$ cat src/rtl/instr_sequencer_if.sv
// Handshake and memory-bus bundle between the SimpleMachine executor and its
// multi-cycle instruction sequencer.
interface instr_sequencer_if #(
   parameter int N = 8,
   parameter int M = 8
);
   logic          Start;
   logic [19:0]   OpCode;
   logic [M-1:0]  BusIn;
   logic [M-1:0]  BusOut;
   logic          BusOE;
   logic          MemSelect;
   logic          MemMode;
   logic [N-1:0]  MemAddr;
   logic [M-1:0]  Acc;
   logic          Carry;
   logic [2:0]    TState;
   logic          Busy;
   logic          Done;
   logic          Error;

   // Requester side (executor / bench): issues opcodes and models the memory.
   modport master (
      output Start, OpCode, BusIn,
      input  BusOut, BusOE, MemSelect, MemMode, MemAddr,
             Acc, Carry, TState, Busy, Done, Error
   );

   // Sequencer side.
   modport slave (
      input  Start, OpCode, BusIn,
      output BusOut, BusOE, MemSelect, MemMode, MemAddr,
             Acc, Carry, TState, Busy, Done, Error
   );
endinterface

$ cat src/rtl/instr_sequencer.sv
// T-state sequencer: accepts one opcode per Start/Done handshake, walks the
// shared memory through read/write states and holds the accumulator.
module instr_sequencer #(
   parameter int N = 8,
   parameter int M = 8
) (
   input  logic               Clock,
   input  logic               ResetN,
   instr_sequencer_if.slave   bus
);

   typedef enum logic [2:0] {
      S_IDLE,
      S_DECODE,
      S_RD,
      S_RDCAP,
      S_WR,
      S_DONE
   } state_e;

   typedef enum logic [3:0] {
      OP_NOP   = 4'd0,
      OP_LDI   = 4'd1,
      OP_LOAD  = 4'd2,
      OP_STORE = 4'd3,
      OP_ADD   = 4'd4,
      OP_MOVE  = 4'd5
   } op_e;

   state_e        state_q, state_d;
   logic [19:0]   ir_q, ir_d;
   logic [M-1:0]  tmp_q, tmp_d;
   logic [M-1:0]  acc_q, acc_d;
   logic          carry_q, carry_d;
   logic [2:0]    tstate_q, tstate_d;

   op_e           op;
   logic          illegal;
   logic [N-1:0]  addr_a;
   logic [N-1:0]  addr_b;
   logic [M:0]    sum;

   logic          mem_select;
   logic          mem_mode;
   logic [N-1:0]  mem_addr;
   logic          bus_oe;
   logic [M-1:0]  bus_out;
   logic          done;
   logic          error;

   assign op      = op_e'(ir_q[19:16]);
   assign illegal = (ir_q[19:16] > 4'd5);
   assign addr_a  = ir_q[8 +: N];
   assign addr_b  = ir_q[0 +: N];
   assign sum     = {1'b0, acc_q} + {1'b0, bus.BusIn};

   // NOTE: every signal written here gets a default first, so no path through
   // the case statements can leave one unassigned and infer a latch.
   always_comb begin
      state_d    = state_q;
      ir_d       = ir_q;
      tmp_d      = tmp_q;
      acc_d      = acc_q;
      carry_d    = carry_q;
      mem_select = 1'b0;
      mem_mode   = 1'b0;
      mem_addr   = '0;
      bus_oe     = 1'b0;
      bus_out    = '0;
      done       = 1'b0;
      error      = 1'b0;

      unique case (state_q)
         S_IDLE: begin
            if (bus.Start) begin
               ir_d    = bus.OpCode;
               state_d = S_DECODE;
            end
         end

         S_DECODE: begin
            case (op)
               OP_LDI: begin
                  acc_d   = M'(ir_q[7:0]);
                  state_d = S_DONE;
               end
               OP_STORE:                  state_d = S_WR;
               OP_LOAD, OP_ADD, OP_MOVE:  state_d = S_RD;
               default:                   state_d = S_DONE;
            endcase
         end

         S_RD: begin
            mem_select = 1'b1;
            mem_addr   = addr_a;
            state_d    = S_RDCAP;
         end

         // Memory has had a full cycle to drive BusIn; capture at the closing edge.
         S_RDCAP: begin
            mem_select = 1'b1;
            mem_addr   = addr_a;
            case (op)
               OP_LOAD: begin
                  acc_d   = bus.BusIn;
                  state_d = S_DONE;
               end
               OP_ADD: begin
                  {carry_d, acc_d} = sum;
                  state_d          = S_DONE;
               end
               OP_MOVE: begin
                  tmp_d   = bus.BusIn;
                  state_d = S_WR;
               end
               default:   state_d = S_DONE;
            endcase
         end

         S_WR: begin
            mem_select = 1'b1;
            mem_mode   = 1'b1;
            bus_oe     = 1'b1;
            mem_addr   = (op == OP_MOVE) ? addr_b : addr_a;
            bus_out    = (op == OP_MOVE) ? tmp_q  : acc_q;
            state_d    = S_DONE;
         end

         S_DONE: begin
            done    = 1'b1;
            error   = illegal;
            state_d = S_IDLE;
         end

         default:   state_d = S_IDLE;
      endcase

      if (state_d == S_IDLE)     tstate_d = '0;
      else if (tstate_q == 3'd7) tstate_d = 3'd7;
      else                       tstate_d = tstate_q + 3'd1;
   end

   // NOTE: state is updated with non-blocking assignments so every register
   // samples the pre-edge values, independent of statement order.
   always_ff @(posedge Clock or negedge ResetN) begin
      if (!ResetN) begin
         state_q  <= S_IDLE;
         ir_q     <= '0;
         tmp_q    <= '0;
         acc_q    <= '0;
         carry_q  <= 1'b0;
         tstate_q <= '0;
      end else begin
         state_q  <= state_d;
         ir_q     <= ir_d;
         tmp_q    <= tmp_d;
         acc_q    <= acc_d;
         carry_q  <= carry_d;
         tstate_q <= tstate_d;
      end
   end

   // Bus controls decode straight from state, so an async reset drops them at once.
   assign bus.MemSelect = mem_select;
   assign bus.MemMode   = mem_mode;
   assign bus.MemAddr   = mem_addr;
   assign bus.BusOE     = bus_oe;
   assign bus.BusOut    = bus_out;
   assign bus.Done      = done;
   assign bus.Error     = error;
   assign bus.Busy      = (state_q != S_IDLE);
   assign bus.Acc       = acc_q;
   assign bus.Carry     = carry_q;
   assign bus.TState    = tstate_q;

endmodule
$ cat src/flat_wrapper.sv
// flat-port wrapper written by rule: the top's interface ports become plain ports
module instr_sequencer_flat 
#(
   parameter int N = 8,
   parameter int M = 8
)
  (Clock, ResetN, bus_Start, bus_OpCode, bus_BusIn, bus_BusOut, bus_BusOE, bus_MemSelect, bus_MemMode, bus_MemAddr, bus_Acc, bus_Carry, bus_TState, bus_Busy, bus_Done, bus_Error);
  instr_sequencer_if #(.N(N), .M(M)) bus_i ();
  input  logic Clock;
  input  logic ResetN;
  input wire logic [$bits(bus_i.Start)-1:0] bus_Start;
  input wire logic [$bits(bus_i.OpCode)-1:0] bus_OpCode;
  input wire logic [$bits(bus_i.BusIn)-1:0] bus_BusIn;
  output wire logic [$bits(bus_i.BusOut)-1:0] bus_BusOut;
  output wire logic [$bits(bus_i.BusOE)-1:0] bus_BusOE;
  output wire logic [$bits(bus_i.MemSelect)-1:0] bus_MemSelect;
  output wire logic [$bits(bus_i.MemMode)-1:0] bus_MemMode;
  output wire logic [$bits(bus_i.MemAddr)-1:0] bus_MemAddr;
  output wire logic [$bits(bus_i.Acc)-1:0] bus_Acc;
  output wire logic [$bits(bus_i.Carry)-1:0] bus_Carry;
  output wire logic [$bits(bus_i.TState)-1:0] bus_TState;
  output wire logic [$bits(bus_i.Busy)-1:0] bus_Busy;
  output wire logic [$bits(bus_i.Done)-1:0] bus_Done;
  output wire logic [$bits(bus_i.Error)-1:0] bus_Error;
  assign bus_i.Start = bus_Start;
  assign bus_i.OpCode = bus_OpCode;
  assign bus_i.BusIn = bus_BusIn;
  assign bus_BusOut = bus_i.BusOut;
  assign bus_BusOE = bus_i.BusOE;
  assign bus_MemSelect = bus_i.MemSelect;
  assign bus_MemMode = bus_i.MemMode;
  assign bus_MemAddr = bus_i.MemAddr;
  assign bus_Acc = bus_i.Acc;
  assign bus_Carry = bus_i.Carry;
  assign bus_TState = bus_i.TState;
  assign bus_Busy = bus_i.Busy;
  assign bus_Done = bus_i.Done;
  assign bus_Error = bus_i.Error;
  instr_sequencer #(.N(N), .M(M)) u_core (.Clock(Clock), .ResetN(ResetN), .bus(bus_i));
endmodule
$ cat config.mk
export PLATFORM = sky130hd
export DESIGN_NAME = instr_sequencer_flat
export DESIGN_NICKNAME = d
export VERILOG_FILES = /design/src/rtl/instr_sequencer_if.sv /design/src/rtl/instr_sequencer.sv /design/src/flat_wrapper.sv
export SDC_FILE = /design/constraint.sdc
export NUM_CORES = 1
export LEC_CHECK = 0
export ABC_AREA = 1
export CAP_MARGIN = 20
export CORE_MARGIN = 3
export CORE_UTILIZATION = 51
export CTS_BUF_LIST = sky130_fd_sc_hd__clkbuf_4 sky130_fd_sc_hd__clkbuf_8
export CTS_CLUSTER_DIAMETER = 40
export DETAILED_ROUTE_END_ITERATION = 6
export DONT_BUFFER_PORTS = 1
export PLACE_DENSITY_LB_ADDON = 0.2
export SLEW_MARGIN = 0
export SYNTH_ARGS = -nofsm -noshare
export SYNTH_HDL_FRONTEND = slang
export SYNTH_SLANG_ARGS = --single-unit
export TNS_END_PERCENT = 50
$ cat constraint.sdc
create_clock -name Clock -period 2.9 [get_ports Clock]
set_input_delay 0.58 -clock Clock [delete_from_list [all_inputs] [get_ports Clock]]
set_output_delay 0.58 -clock Clock [all_outputs]
set_load 0.05 [all_outputs]
; After elaboration in Yosys (flattened, before gate mapping)
; Cells that the tools add are included.
[word_totals]
elab_cells = 50
out_inout_bits = 34
reg_bits = 43
inputBits = 31
[classes]
n_reduce_logical = 11
n_mux = 17
n_lt_le_gt_ge = 1
eq_ne = 13
n_addsub = 2
[op_table]
columns = op, n
row1 = case mux 8 bit (2 select lines), 3
row2 = 2-to-1 mux 8 bit, 4
row3 = case mux 3 bit (5 select lines), 1
row4 = adder 8 x 8 -> 9 bit, 1
row5 = "equality test 3 bit, second input constant", 3
row6 = 2-to-1 mux 3 bit, 3
row7 = "equality test 4 x 2 -> 1 bit, second input constant", 2
row8 = "equality test 4 x 3 -> 1 bit, second input constant", 2
row9 = "equality test 3 x 2 -> 1 bit, second input constant", 2
row10 = logical NOT 3 bit, 2
row11 = case mux 3 bit (2 select lines), 1
row12 = AND reduction 2 bit, 3
row13 = OR reduction 3 bit, 2
row14 = 2-to-1 mux 1 bit, 5
row15 = "equality test 4 x 1 -> 1 bit, second input constant", 1
row16 = "> comparator 4 x 3 -> 1 bit, second input constant", 1
row17 = "adder 3 x 1 -> 3 bit, second input constant", 1
row18 = "equality test 3 x 1 -> 1 bit, second input constant", 1
row19 = "!= test 3 bit, second input constant", 1
row20 = AND reduction 3 bit, 1
row21 = nonzero test 3 bit, 1
row22 = "!= test 2 bit, second input constant", 1
row23 = nonzero test 2 bit, 1
row24 = OR reduction 2 bit, 1

; Longest topological paths before layout
; Gate-level depths: netlist of the first run.
[logic_depth]
ltp_word = 6
depth_mapped = 10

; Least setup slack after synthesis of the first run
; No wires, ideal clock.
[synth_timing]
path_type = register -> output
startpoint = reg u_core.state_q[0]
endpoint = out bus_Error
setup_slack_ns = 0.255
arrival_ns = 2.065
required_time_ns = 2.320
stages_incl_launch_ff = 3
cell_sequence = dfrtp_1 inv_1 nor4_1
[synth_between]
elab_chain_cells = 2
[synth_rtl]
columns = element, line
row1 = "start, declared", instr_sequencer.sv:30  ; state_e state_q, state_d;
row2 = "start signal, assigned", instr_sequencer.sv:154  ; state_q <= state_d;
row3 = equality test 3 bit, instr_sequencer.sv:73  ; unique case (state_q)
row4 = 2-to-1 mux 1 bit, instr_sequencer.sv:73
row5 = "end, declared", flat_wrapper.sv:24  ; output wire logic [$bits(bus_i.Error)-1:0] bus_Error;
; Every way passes these cells.

; Final worst setup path of the first run
[layout_timing]
startpoint = reg u_core.ir_q[16]
endpoint = out bus_MemAddr[0]
[layout_between]
elab_chain_cells = 3
[layout_rtl]
columns = element, line
row1 = "start, declared", instr_sequencer.sv:31  ; logic [19:0] ir_q, ir_d;
row2 = "start signal, assigned", instr_sequencer.sv:155  ; ir_q <= ir_d;
row3 = equality test 4 x 3 -> 1 bit, instr_sequencer.sv:124  ; mem_addr = (op == OP_MOVE) ? addr_b : addr_a;
row4 = 2-to-1 mux 8 bit, instr_sequencer.sv:124
row5 = case mux 8 bit (2 select lines), instr_sequencer.sv:73
row6 = "end, declared", flat_wrapper.sv:18  ; output wire logic [$bits(bus_i.MemAddr)-1:0] bus_MemAddr;
; Every way passes these cells.

==> metrics.log, run 1 <==
[metrics] final weighted congestion of routability-driven global placement: roughly 0.83
[metrics] core region area: 4880 µm²
[metrics] setup repair after global routing missed its margin: no
[metrics] number of CTS-inserted buffers: 5
[metrics] area taken by multi-input logic gates: approximately 1400 µm²
[metrics] vias per std cell: ~5.3
[metrics] wire length of the first global-routing pass: 10,100 µm
[metrics] first drt pass iteration count: 4
[metrics] reported leakage power: 0.00156 µW
[metrics] Mapped Area: 2660 µm²
[metrics] Wirelength per Cell: 15.0 µm
[metrics] Routed WL: 6050 µm
[metrics] switching power of the nets: around 2100 µW
[metrics] Post-Syn Instances: 315
[metrics] iteration-0 DRC count of the detailed router: 96
[metrics] sequential cell area fraction in the yosys report: 40.5%
[metrics] Bufs on Longest Clock Path: 2
[metrics] number of global-route vias before repair: 2,078
[metrics] number of non-filler instances in the completed layout: just over 400
[metrics] Worst Max-Slew Pin Slew: 0.726 ns
[metrics] Worst-Skew Late Latency: 0.29 ns
[metrics] Pwr per Cell Area: 1350 nW/µm²
[metrics] number of setup buffers added after CTS: 0
[metrics] clock network fraction of total power: 9.2%
[metrics] count of input and output buffers: 0
[metrics] Crit path arrival time: 2.07 ns
[metrics] die outline area: 6110 µm²
[metrics] count of cell types in the netlist: 33
[metrics] Worst VDD drop: 0.838 mV
[metrics] Net count, final: 376
[metrics] Critical Path Start Type: flop
[metrics] FMAX: about 380 MHz
[metrics] maximum number of pins on one net before global-route repair: 44
[metrics] remaining antenna violation count: 0
[metrics] clock-pin slew of the registers on the worst-case setup and hold paths: 0.08 ns
[metrics] total routing usage reported by global routing: 20.6%
[metrics] diode insertion count for antenna repair: 0
[metrics] synth warn: 0
[metrics] layout cell share with drive strength beyond 1: 21.1%
[metrics] area growth from synthesis to layout: 14.5%
[metrics] Worst Path Required: 2.32 ns
[metrics] final total negative setup slack: 0 ns
[metrics] Top-Level Pins: 65
[metrics] total power: just over 4000 µW
[metrics] TritonCTS Sinks: 43
[metrics] placed wire-length estimate: 4680 µm
[metrics] Gate power share: ~58%
[metrics] Clock Root Buffer: sky130_fd_sc_hd__clkbuf_8
[metrics] maxcap violations: 0
[metrics] vias: 2,136
[metrics] Die Height: between 70 and 80 µm
[metrics] maximum level of the CTS H-tree: 2
[metrics] sequential share of power: 33.0%
[metrics] Mapped Nets: 356
[metrics] area used by sequential logic in the layout: between 1000 and 1500 µm²
[metrics] Crit. Startpoint: u_core.ir_q[16]
[metrics] highest net fanout along the worst path: 17
[metrics] Core Rows: 25
[metrics] Mean Syn Cell Area: ~8.4 µm²
[metrics] number of antenna violations at the first check in global routing: 0
[metrics] floorplan die width: between 70 and 80 µm
[metrics] total instance count after detailed placement: 394
[metrics] Max-Slew Margin vs Limit: 51.5%
[metrics] reg-to-reg critical path startpoint: u_core.bus.Acc[1]
[metrics] path class of the lowest-slack min-delay path: input pin to async pin
[metrics] capturing element type of the critical path: output port
[metrics] result of the run: finished, final reports clean
[metrics] total internal power: 1980 µW
[metrics] fill cell count: 450
[metrics] flops & latches, synth: 43
[metrics] WS Path Type: flop to output port
[metrics] pins over their slew limit: 0
[metrics] number of hold-slack violations in the final timing report: 0
[metrics] Net Sw Frac: roughly half
[metrics] Fin Clk Skew: around 0.0088 ns
[metrics] effective utilization at floorplan: between 50% and 60%
[metrics] number of setup violations in the final report: 0
[metrics] post-detailed-route DRC marker count: 0
[metrics] post-layout min period: 2.65 ns
[metrics] share of the clock period used by the worst path after layout: ~90%
[metrics] grt ovf: 0
[metrics] TritonCTS clock tree: built
cell type report:
class                           count  share of cell area, %
Clock inverter                      1                  0.164
Tap cell                           67                   2.75
Multi-Input combinational cell    233                   46.0
Timing Repair Buffer               21                   8.88
Clock buffer                        7                   2.75
Inverter                           31                   4.11
Sequential cell                    43                   35.4
through the flow:
step                cell area, µm²  setup WS (ns)  hold WS [ns]  utilization [%]
global placement              2930          0.624         0.286             60.1
detailed placement            2930          0.567         0.286             60.1
global route                  3040         0.0383         0.127             62.4
floorplan                     2660          0.255         0.284                -
finish                        3040          0.245         0.121             62.4
CTS                           3040          0.245         0.135             62.4
registers in the layout, summed over array words and instances, names as in the netlist:
name,flops
u_core.bus.TState,3
u_core.ir_q,20
u_core.bus.Acc,8
u_core.tmp_q,8
u_core.state_q,3
u_core.bus.Carry,1
cell usage after synthesis:
cell type	instances	area (µm²)
sky130_fd_sc_hd__nand2_2	4	25.0
sky130_fd_sc_hd__o21ai_0	12	60.1
sky130_fd_sc_hd__o21ai_2	2	17.5
sky130_fd_sc_hd__nand3b_1	1	7.51
sky130_fd_sc_hd__nor2_2	3	18.8
sky130_fd_sc_hd__nand3_4	2	35.0
sky130_fd_sc_hd__fa_1	1	20.0
sky130_fd_sc_hd__buf_4	2	15.0
sky130_fd_sc_hd__nand2_1	78	293
sky130_fd_sc_hd__mux2_2	4	45.0
sky130_fd_sc_hd__a21oi_1	15	75.1
sky130_fd_sc_hd__nand4_1	2	12.5
sky130_fd_sc_hd__buf_6	3	33.8
sky130_fd_sc_hd__o211ai_1	3	22.5
sky130_fd_sc_hd__inv_4	1	6.26
sky130_fd_sc_hd__clkinv_2	1	5.00
sky130_fd_sc_hd__nor2_4	1	11.3
sky130_fd_sc_hd__dfrtp_1	43	1080
sky130_fd_sc_hd__or2_2	1	6.26
sky130_fd_sc_hd__xnor2_1	1	8.76
sky130_fd_sc_hd__buf_2	2	10.0
sky130_fd_sc_hd__inv_2	1	3.75
sky130_fd_sc_hd__inv_1	27	101
sky130_fd_sc_hd__nor2_1	35	131
sky130_fd_sc_hd__nor4_1	1	6.26
sky130_fd_sc_hd__nand3_2	2	20.0
sky130_fd_sc_hd__nand3_1	35	175
sky130_fd_sc_hd__ha_1	9	113
sky130_fd_sc_hd__nor3_1	2	10.0
sky130_fd_sc_hd__xor2_1	1	8.76
sky130_fd_sc_hd__clkinv_4	1	8.76
sky130_fd_sc_hd__clkbuf_2	1	5.00
sky130_fd_sc_hd__mux2_4	18	270
placed cells by master (no fill, tap or decap):
cell / instances
sky130_fd_sc_hd__a21oi_1: 15
sky130_fd_sc_hd__buf_12: 9
sky130_fd_sc_hd__buf_4: 12
sky130_fd_sc_hd__clkbuf_4: 2
sky130_fd_sc_hd__clkbuf_8: 5
sky130_fd_sc_hd__clkinv_2: 2
sky130_fd_sc_hd__clkinv_4: 1
sky130_fd_sc_hd__dfrtp_1: 43
sky130_fd_sc_hd__fa_1: 1
sky130_fd_sc_hd__ha_1: 9
sky130_fd_sc_hd__inv_1: 27
sky130_fd_sc_hd__inv_2: 1
sky130_fd_sc_hd__inv_4: 1
sky130_fd_sc_hd__mux2_2: 4
sky130_fd_sc_hd__mux2_4: 18
sky130_fd_sc_hd__nand2_1: 78
sky130_fd_sc_hd__nand2_2: 4
sky130_fd_sc_hd__nand3_1: 35
sky130_fd_sc_hd__nand3_2: 2
sky130_fd_sc_hd__nand3_4: 2
sky130_fd_sc_hd__nand3b_1: 1
sky130_fd_sc_hd__nand4_1: 2
sky130_fd_sc_hd__nor2_1: 35
sky130_fd_sc_hd__nor2_2: 3
sky130_fd_sc_hd__nor2_4: 1
sky130_fd_sc_hd__nor3_1: 2
sky130_fd_sc_hd__nor4_2: 1
sky130_fd_sc_hd__o211ai_1: 3
sky130_fd_sc_hd__o21ai_0: 12
sky130_fd_sc_hd__o21ai_2: 2
sky130_fd_sc_hd__or2_2: 1
sky130_fd_sc_hd__xnor2_1: 1
sky130_fd_sc_hd__xor2_1: 1
kinds of logic (layout without fill, tap and decap cells):
logic type / count (synthesis) / count (layout) / share of synthesized area (%)
xor+xnor: 2 / 2 / 0.659
compound gates: 32 / 32 / 6.59
buf+inv: 39 / 60 / 7.11
flops: 43 / 43 / 40.5
mux: 22 / 22 / 11.9
simple gates: 167 / 167 / 28.3
fa+ha+maj: 10 / 10 / 4.99
power by group through the flow:
stage	Clock, µW	Combinational [µW]	Sequential (µW)
final	376	2380	1360
after floorplan	0	1780	1320
after global routing	410	2590	1390
after detailed placement	0	2370	1370
after CTS	384	2390	1360
after global placement	0	2330	1360
metal layers:
layer  vias to the layer above  global-route usage, %  part of all wire [%]
met5                         -                      0                     0
met4                         0                   4.37                  0.94
met3                         7                   6.31                   6.9
met2                        62                   32.4                    49
met1                       996                   28.2                    44
li1                       1071                      -                     -
timing repair:
item                                    CTS  global route
hold buffers                              1             0
endpoints found under the setup margin    0             0
resized for setup                         0             0
endpoints found under the hold margin    43             0
final timing paths:
path                                          end  cells after the start  slack [ns]
worst max register to register   u_core.bus.Carry                      9        0.88
worst min register to register    u_core.tmp_q[0]                      2        0.50
min in group Clock                 u_core.ir_q[6]                      1        0.43
worst min-delay path            u_core.bus.Acc[5]                      1        0.12
worst max-delay path               bus_MemAddr[0]                      8        0.25
max in group asynchronous         u_core.tmp_q[5]                      1        2.57
critical path: stages (launching register included):
cell and delay (ns):
sky130_fd_sc_hd__dfrtp_1 0.36, sky130_fd_sc_hd__inv_1 0.14, sky130_fd_sc_hd__nor2_1 0.09, sky130_fd_sc_hd__nand2_2 0.20, sky130_fd_sc_hd__clkinv_2 0.28, sky130_fd_sc_hd__nand2_1 0.32, sky130_fd_sc_hd__nand3_1 0.11, sky130_fd_sc_hd__nand2_1 0.13
sky130_fd_sc_hd__buf_12 0.15
No activity file was read; power rests on OpenSTA's default activity.
==> run 2, diff against run 1 <==
--- a/config.mk
+++ b/config.mk
@@ -14,6 +14,7 @@
 export DETAILED_ROUTE_END_ITERATION = 6
 export DONT_BUFFER_PORTS = 1
 export PLACE_DENSITY_LB_ADDON = 0.2
+export SETUP_SLACK_MARGIN = 0.3
 export SLEW_MARGIN = 0
 export SYNTH_ARGS = -nofsm -noshare
 export SYNTH_HDL_FRONTEND = slang
==> run 2 against run 1 <==
Effect of this change:
- register-to-register slack better by 0.02 ns
- sequential power hardly changed
- critical endpoint unchanged
- clock power is 13% higher
- wire length up 3.4%
- first-iteration DRC count up 23%
==> metrics.log, run 2 (synthesized netlist as in run 1, its figures left out) <==
[metrics] result of the run: finished, final reports clean (unchanged)
[metrics] first drt pass iteration count: 5 (was 4)
[metrics] highest net fanout along the worst path: 17 (unchanged)
[metrics] cell area after placement: 2930 µm² (unchanged)
[metrics] Top-Level Pins: 65 (unchanged)
[metrics] effective utilization at floorplan: 54.5% (unchanged)
[metrics] core region area: 4880 µm² (unchanged)
[metrics] maximum level of the CTS H-tree: 2 (unchanged)
[metrics] die outline area: 6110 µm² (unchanged)
[metrics] total internal power: 2050 µW (was 1980 µW)
[metrics] post-detailed-route DRC marker count: 0 (unchanged)
[metrics] met1 track demand over resource in global routing: 27.7% (was 28.2%)
[metrics] setup repair after global routing missed its margin: no (unchanged)
[metrics] clock network fraction of total power: 10.1% (was 9.2%)
[metrics] sequential share of power: 32.1% (was 33.0%)
[metrics] post-route cell area: 3090 µm² (was 3040 µm²)
[metrics] Fin Clk Skew: 0.00454 ns (was 0.00876 ns)
[metrics] number of hold-slack violations in the final timing report: 0 (unchanged)
[metrics] Clock Root Buffer: sky130_fd_sc_hd__clkbuf_8 (unchanged)
[metrics] vias per std cell: 5.28 (was 5.30)
[metrics] total routing usage reported by global routing: 21.1% (was 20.6%)
[metrics] final total negative setup slack: 0 ns (unchanged)
[metrics] number of global-route vias before repair: 2,081 (was 2,078)
[metrics] grt peak-use layer: met2 (unchanged)
[metrics] Crit. Startpoint: u_core.ir_q[19] (was u_core.ir_q[16])
[metrics] capturing element type of the critical path: output port (unchanged)
[metrics] iteration-0 DRC count of the detailed router: 118 (was 96)
[metrics] Critical Path Start Type: flop (unchanged)
[metrics] switching power of the nets: 2180 µW (was 2130 µW)
[metrics] grt ovf: 0 (unchanged)
[metrics] remaining antenna violation count: 0 (unchanged)
[metrics] RR Endpoint: u_core.bus.Carry (unchanged)
[metrics] most common cell after layout, fill and taps aside: sky130_fd_sc_hd__nand2_1 (unchanged)
[metrics] area growth from synthesis to layout: 16.4% (was 14.5%)
[metrics] wire length of the first global-routing pass: 10,000 µm (was 10,100 µm)
[metrics] reported leakage power: 0.00157 µW (was 0.00156 µW)
[metrics] met2 global-route usage: 33.9% (was 32.4%)
[metrics] diode insertion count for antenna repair: 0 (unchanged)
[metrics] clock-pin slew of the registers on the worst-case setup and hold paths: 0.07 ns (was 0.08 ns)
[metrics] Wirelength per Cell: 15.4 µm (was 15.0 µm)
[metrics] number of flip-flops under the largest register name: 20 (unchanged)
[metrics] Routed WL: 6260 µm (was 6050 µm)
[metrics] Bufs on Longest Clock Path: 2 (unchanged)
[metrics] number of setup violations in the final report: 0 (unchanged)
[metrics] TritonCTS Sinks: 43 (unchanged)
[metrics] Worst Max-Slew Pin Slew: 0.709 ns (was 0.726 ns)
[metrics] reg-to-reg critical path startpoint: u_core.bus.Acc[1] (unchanged)
[metrics] path class of the lowest-slack min-delay path: input pin to async pin (unchanged)
[metrics] number of CTS-inserted buffers: 5 (unchanged)
[metrics] end point of the critical path: bus_MemAddr[0] (unchanged)
[metrics] Net Sw Frac: 51.5% (was 51.8%)
[metrics] Crit path arrival time: 1.88 ns (was 2.07 ns)
[metrics] met3 track utilization from global routing: 6.19% (was 6.31%)
[metrics] TritonCTS clock tree: built (unchanged)
[metrics] total power: 4220 µW (was 4110 µW)
[metrics] Die Height: 78.2 µm (unchanged)
[metrics] share of the clock period used by the worst path after layout: 85.0% (was 91.5%)
[metrics] vias: 2,143 (was 2,136)
[metrics] Max-Slew Margin vs Limit: 52.7% (was 51.5%)
[metrics] final weighted congestion of routability-driven global placement: 0.861 (was 0.834)
[metrics] number of antenna violations at the first check in global routing: 0 (unchanged)
[metrics] flop2flop setup slack: 0.90 ns (was 0.88 ns)
[metrics] maxcap violations: 0 (unchanged)
[metrics] leading cell types in the layout, fill and taps excluded: 76 x sky130_fd_sc_hd__nand2_1, 43 x sky130_fd_sc_hd__dfrtp_1, 35 x sky130_fd_sc_hd__nor2_1, 35 x sky130_fd_sc_hd__nand3_1, 26 x sky130_fd_sc_hd__inv_1 (was 78 x sky130_fd_sc_hd__nand2_1, 43 x sky130_fd_sc_hd__dfrtp_1, 35 x sky130_fd_sc_hd__nor2_1, 35 x sky130_fd_sc_hd__nand3_1, 27 x sky130_fd_sc_hd__inv_1)
[metrics] Worst-Skew Late Latency: 0.30 ns (was 0.29 ns)
[metrics] count of input and output buffers: 0 (unchanged)
[metrics] Worst VDD drop: 0.772 mV (was 0.838 mV)
[metrics] register containing the most flip-flops in the final layout: u_core.ir_q (unchanged)
[metrics] Pwr per Cell Area: 1360 nW/µm² (was 1350 nW/µm²)
[metrics] layout cell share with drive strength beyond 1: 22.7% (was 21.1%)
[metrics] WS Path Type: flop to output port (unchanged)
[metrics] FMAX: 406 MHz (was 377 MHz)
[metrics] Core Rows: 25 (unchanged)
[metrics] Net count, final: 379 (was 376)
[metrics] maximum number of pins on one net before global-route repair: 44 (unchanged)
[metrics] floorplan die width: 78.2 µm (unchanged)
[metrics] placed wire-length estimate: 4570 µm (was 4680 µm)
[metrics] number of cell instances on the worst register-to-register path: 9 (unchanged)
[metrics] Gate power share: 57.8% (about the same)
[metrics] share of the core filled with cells in the final layout: 63.4% (was 62.4%)
[metrics] Worst Path Required: 2.32 ns (about the same)
[metrics] post-layout min period: 2.46 ns (was 2.65 ns)
[metrics] pins over their slew limit: 0 (unchanged)
==> run 2: changes by cell type in the layout (fill, tap and decap cells not counted), moves of 2 or more <==
cell,delta
sky130_fd_sc_hd__clkinv_2,-2
sky130_fd_sc_hd__nand2_2,+2
sky130_fd_sc_hd__clkinvlp_4,+2
sky130_fd_sc_hd__nand2_1,-2
sky130_fd_sc_hd__clkbuf_8,+2
==> run 2: how the worst min path moves through the flow <==
stage | end | slack, ns | cells after the start
3_3_place_gp | u_core.bus.Carry | 0.29 | 0
4_1_cts | u_core.bus.Acc[4] | 0.12 | 1
5_1_grt | u_core.tmp_q[4] | 0.12 | 1
6_report | u_core.bus.Carry | 0.11 | 1
3_5_place_dp | u_core.bus.Acc[4] | 0.29 | 0
2_1_floorplan | u_core.bus.Acc[0] | 0.28 | 0
==> run 2: layout make-up <==
type / count / area, µm²
Sequential cell: 43 / 1080
Clock buffer: 8 / 104
Timing Repair Buffer: 22 / 278
Inverter: 31 / 130
Timing Repair inverter: 1 / 7.51
Tap cell: 67 / 83.8
Multi-Input combinational cell: 234 / 1420
Fill cell: 423 / 1790
==> run 2: power groups by stage <==
stage | Sequential, µW | Combinational (µW) | Clock, µW
6_report | 1350 | 2440 | 424
5_1_grt | 1390 | 2650 | 462
3_3_place_gp | 1350 | 2330 | 0
3_5_place_dp | 1360 | 2360 | 0
4_1_cts | 1350 | 2400 | 436
2_1_floorplan | 1320 | 1780 | 0
==> run 2: per-stage QoR <==
stage	worst slack, ns	hold WS, ns	cells
2_1_floorplan	0.436	0.284	315
6_report	0.436	0.112	406
5_1_grt	0.301	0.117	406
3_3_place_gp	0.610	0.286	394
4_1_cts	0.295	0.122	403
3_5_place_dp	0.560	0.286	394
==> run 2: what timing repair did <==
item | in CTS | in global routing
gates cloned | 0 | 2
endpoints found under the hold margin | 43 | 0
gates resized for setup | 2 | 4
hold buffers | 1 | 0
endpoints found under the setup margin | 13 | 11
setup buffers | 0 | 1
pin swaps | 0 | 1
==> run 2: metal layers <==
metal	vias up	part of all wire (%)
met5	-	0
met4	0	0.40
met3	2	8.4
met2	75	47
met1	989	44
li1	1077	-
==> run 2: critical path, cell delays in order, from the launching register on <==
cell	delay [ns]
sky130_fd_sc_hd__dfrtp_1	0.44
sky130_fd_sc_hd__nor2_4	0.18
sky130_fd_sc_hd__nand2_2	0.20
sky130_fd_sc_hd__inv_4	0.23
sky130_fd_sc_hd__nand2_2	0.15
sky130_fd_sc_hd__nand3_1	0.10
sky130_fd_sc_hd__nand2_1	0.10
sky130_fd_sc_hd__buf_12	0.16
==> run 3, diff against run 2 <==
==> constraint.sdc (replaced) <==
create_clock -name Clock -period 2.4 [get_ports Clock]
set_input_delay 0.48 -clock Clock [delete_from_list [all_inputs] [get_ports Clock]]
set_output_delay 0.48 -clock Clock [all_outputs]
set_load 0.05 [all_outputs]
==> run 3 against run 2 <==
Effect of this change:
- final area increased by 11%
- critical path depth shrank 1
- die area stayed put
- register-to-register slack worse by 0.45 ns
- first-iteration DRC count is 68% higher
- non-clock buffer count rose by 19
- worst setup slack lost 0.12 ns
- hold slack worse by 0.085 ns
- clock power is 11% higher
- final cell count rose by 4.7%
- highest routed layer unchanged
==> metrics.log, run 3 (synthesized netlist as in run 1, its figures left out) <==
[metrics] Critical Path Start Type: flop (unchanged)
[metrics] post-layout min period: ~2.1 ns
[metrics] Worst Max-Slew Pin Slew: 0.616 ns (was 0.709 ns)
[metrics] capturing element type of the critical path: output port (unchanged)
[metrics] post-detailed-route DRC marker count: 0 (unchanged)
[metrics] layout cell share with drive strength beyond 1: 36.0% (was 22.7%)
[metrics] setup repair after global routing missed its margin: yes (was no)
[metrics] number of antenna violations at the first check in global routing: 0 (unchanged)
[metrics] cell area after placement: 3030 µm² (was 2930 µm²)
[metrics] share of the clock period used by the worst path after layout: approximately 87%
[metrics] Max-Slew Margin vs Limit: 58.9% (was 52.7%)
[metrics] pins over their slew limit: 0 (unchanged)
[metrics] iteration-0 DRC count of the detailed router: 198 (was 118)
[metrics] vias per std cell: 5.47 (was 5.28)
[metrics] most common cell after layout, fill and taps aside: sky130_fd_sc_hd__nand2_1 (unchanged)
[metrics] reported leakage power: 0.00168 µW (was 0.00157 µW)
[metrics] Die Height: 78.2 µm (unchanged)
[metrics] floorplan die width: 78.2 µm (unchanged)
[metrics] fill cell count: 384 (was 423)
[metrics] area growth from synthesis to layout: 29.3% (was 16.4%)
[metrics] tightest hold margin: 0.0272 ns (was 0.112 ns)
[metrics] Worst Path Required: 1.92 ns (was 2.32 ns)
[metrics] Pwr per Cell Area: 1640 nW/µm² (was 1360 nW/µm²)
[metrics] total routing usage reported by global routing: 23.3% (was 21.1%)
[metrics] number of CTS-inserted buffers: 5 (unchanged)
[metrics] post-place setup slack: 0.160 ns (was 0.560 ns)
[metrics] wire length of the first global-routing pass: 11,300 µm (was 10,000 µm)
[metrics] effective utilization at floorplan: 54.5% (unchanged)
[metrics] maximum number of pins on one net before global-route repair: 44 (unchanged)
[metrics] result of the run: finished, final reports clean (unchanged)
[metrics] remaining antenna violation count: 0 (unchanged)
[metrics] diode insertion count for antenna repair: 0 (unchanged)
[metrics] clock-pin slew of the registers on the worst-case setup and hold paths: 0.08 ns (was 0.07 ns)
[metrics] maximum level of the CTS H-tree: 2 (unchanged)
[metrics] highest net fanout along the worst path: 5 (was 17)
[metrics] first drt pass iteration count: 4 (was 5)
[metrics] number of hold-slack violations in the final timing report: 0 (unchanged)
[metrics] Crit path arrival time: 1.60 ns (was 1.88 ns)
[metrics] Clock Root Buffer: sky130_fd_sc_hd__clkbuf_8 (unchanged)
[metrics] area used by sequential logic in the layout: 1080 µm² (about the same)
[metrics] Worst-Skew Late Latency: 0.29 ns (was 0.30 ns)
[metrics] number of setup violations in the final report: 0 (unchanged)
[metrics] core region area: 4880 µm² (unchanged)
[metrics] count of input and output buffers: 0 (unchanged)
[metrics] final weighted congestion of routability-driven global placement: 0.833 (was 0.861)
[metrics] WS Path Type: flop to output port (unchanged)
[metrics] number of global-route vias before repair: 2,340 (was 2,081)
[metrics] post-route cell area: 3440 µm² (was 3090 µm²)
[metrics] maxcap violations: 0 (unchanged)
[metrics] vias: 2,324 (was 2,143)
[metrics] worst setup slack after layout: 0.316 ns (was 0.436 ns)
[metrics] Routed WL: 7120 µm (was 6260 µm)
[metrics] die outline area: 6110 µm² (unchanged)
[metrics] grt ovf: 0 (unchanged)
[metrics] Fin Clk Skew: 0.0113 ns (was 0.00454 ns)
[metrics] area taken by multi-input logic gates: 1550 µm² (was 1420 µm²)
[metrics] Worst VDD drop: 0.949 mV (was 0.772 mV)
[metrics] share of the core filled with cells in the final layout: 70.4% (was 63.4%)
[metrics] Top-Level Pins: 65 (unchanged)
[metrics] Wirelength per Cell: 16.8 µm (was 15.4 µm)
[metrics] Bufs on Longest Clock Path: 2 (unchanged)
[metrics] FMAX: ~480 MHz
[metrics] Net count, final: 398 (was 379)
[metrics] register containing the most flip-flops in the final layout: u_core.ir_q (unchanged)
[metrics] Core Rows: 25 (unchanged)
[metrics] placed wire-length estimate: 4840 µm (was 4570 µm)
[metrics] path class of the lowest-slack min-delay path: input pin to async pin (unchanged)
[metrics] leading cell types in the layout, fill and taps excluded: 69 x sky130_fd_sc_hd__nand2_1, 40 x sky130_fd_sc_hd__dfrtp_1, 33 x sky130_fd_sc_hd__nand3_1, 25 x sky130_fd_sc_hd__inv_1, 22 x sky130_fd_sc_hd__buf_4 (was 76 x sky130_fd_sc_hd__nand2_1, 43 x sky130_fd_sc_hd__dfrtp_1, 35 x sky130_fd_sc_hd__nor2_1, 35 x sky130_fd_sc_hd__nand3_1, 26 x sky130_fd_sc_hd__inv_1)
[metrics] final total negative setup slack: 0 ns (unchanged)
[metrics] number of flip-flops under the largest register name: 20 (unchanged)
[metrics] TritonCTS clock tree: built (unchanged)
[metrics] TritonCTS Sinks: 43 (unchanged)
-- run 3: what timing repair did --
action	in CTS	in global routing
pin swaps	6	14
buffers inserted	7	3
gates cloned	2	1
hold buffers	1	0
hold endpoints to repair	43	0
resized for setup	21	45
setup endpoints to repair	18	18
-- run 3: per-stage QoR --
step / power [µW] / std cells
6_report: 5650 / 425
5_1_grt: 6000 / 425
3_5_place_dp: 4660 / 403
2_1_floorplan: 3760 / 315
3_3_place_gp: 4590 / 403
4_1_cts: 5360 / 421
-- run 3: area by class of cell --
class	instances	area share, %
Clock buffer	7	2.44
Sequential cell	43	31.4
Timing Repair inverter	2	0.437
Clock inverter	1	0.146
Tap cell	67	2.44
Timing Repair Buffer	41	14.2
Multi-Input combinational cell	233	45.0
Inverter	31	3.93
-- run 3: metal layers --
| metal | vias up | routed length (µm) | GRT usage [%] |
|---|---|---|---|
| met5 | - | 0 | 0 |
| met4 | 0 | 64 | 6.12 |
| met3 | 7 | 587 | 5.39 |
| met2 | 78 | 3550 | 39.2 |
| met1 | 1122 | 2920 | 30.3 |
| li1 | 1117 | - | - |
-- run 3: worst paths after layout --
| path | end | start | slack, ns | depth (start not counted) |
|---|---|---|---|---|
| min | u_core.tmp_q[6] | ResetN | 0.03 | 1 |
| min reg2reg | u_core.bus.Acc[1] | u_core.bus.Acc[1] | 0.50 | 2 |
| max in group asynchronous | u_core.bus.Acc[2] | ResetN | 2.15 | 1 |
| max | bus_BusOut[5] | u_core.state_q[1] | 0.32 | 6 |
| max reg2reg | u_core.bus.Acc[7] | u_core.bus.Acc[6] | 0.45 | 8 |
| min in group Clock | u_core.ir_q[4] | bus_OpCode[4] | 0.33 | 1 |
-- run 3: worst max-delay path: stages (launching register included) --
cell                         delay, ns
sky130_fd_sc_hd__dfrtp_2          0.44
sky130_fd_sc_hd__nor2_4           0.14
sky130_fd_sc_hd__nand2_4          0.13
sky130_fd_sc_hd__clkinvlp_4       0.20
sky130_fd_sc_hd__o21ai_1          0.10
sky130_fd_sc_hd__nor2_2           0.12
sky130_fd_sc_hd__buf_6            0.17
-- run 3: report_power, final --
part | switching (µW) | leakage [µW] | internal, µW | total, µW
clock network | 243 | 0.0000491 | 227 | 470
logic | 2200 | 0.00114 | 1470 | 3660
registers | 450 | 0.000491 | 1070 | 1520
total | 2890 | 0.00168 | 2760 | 5650
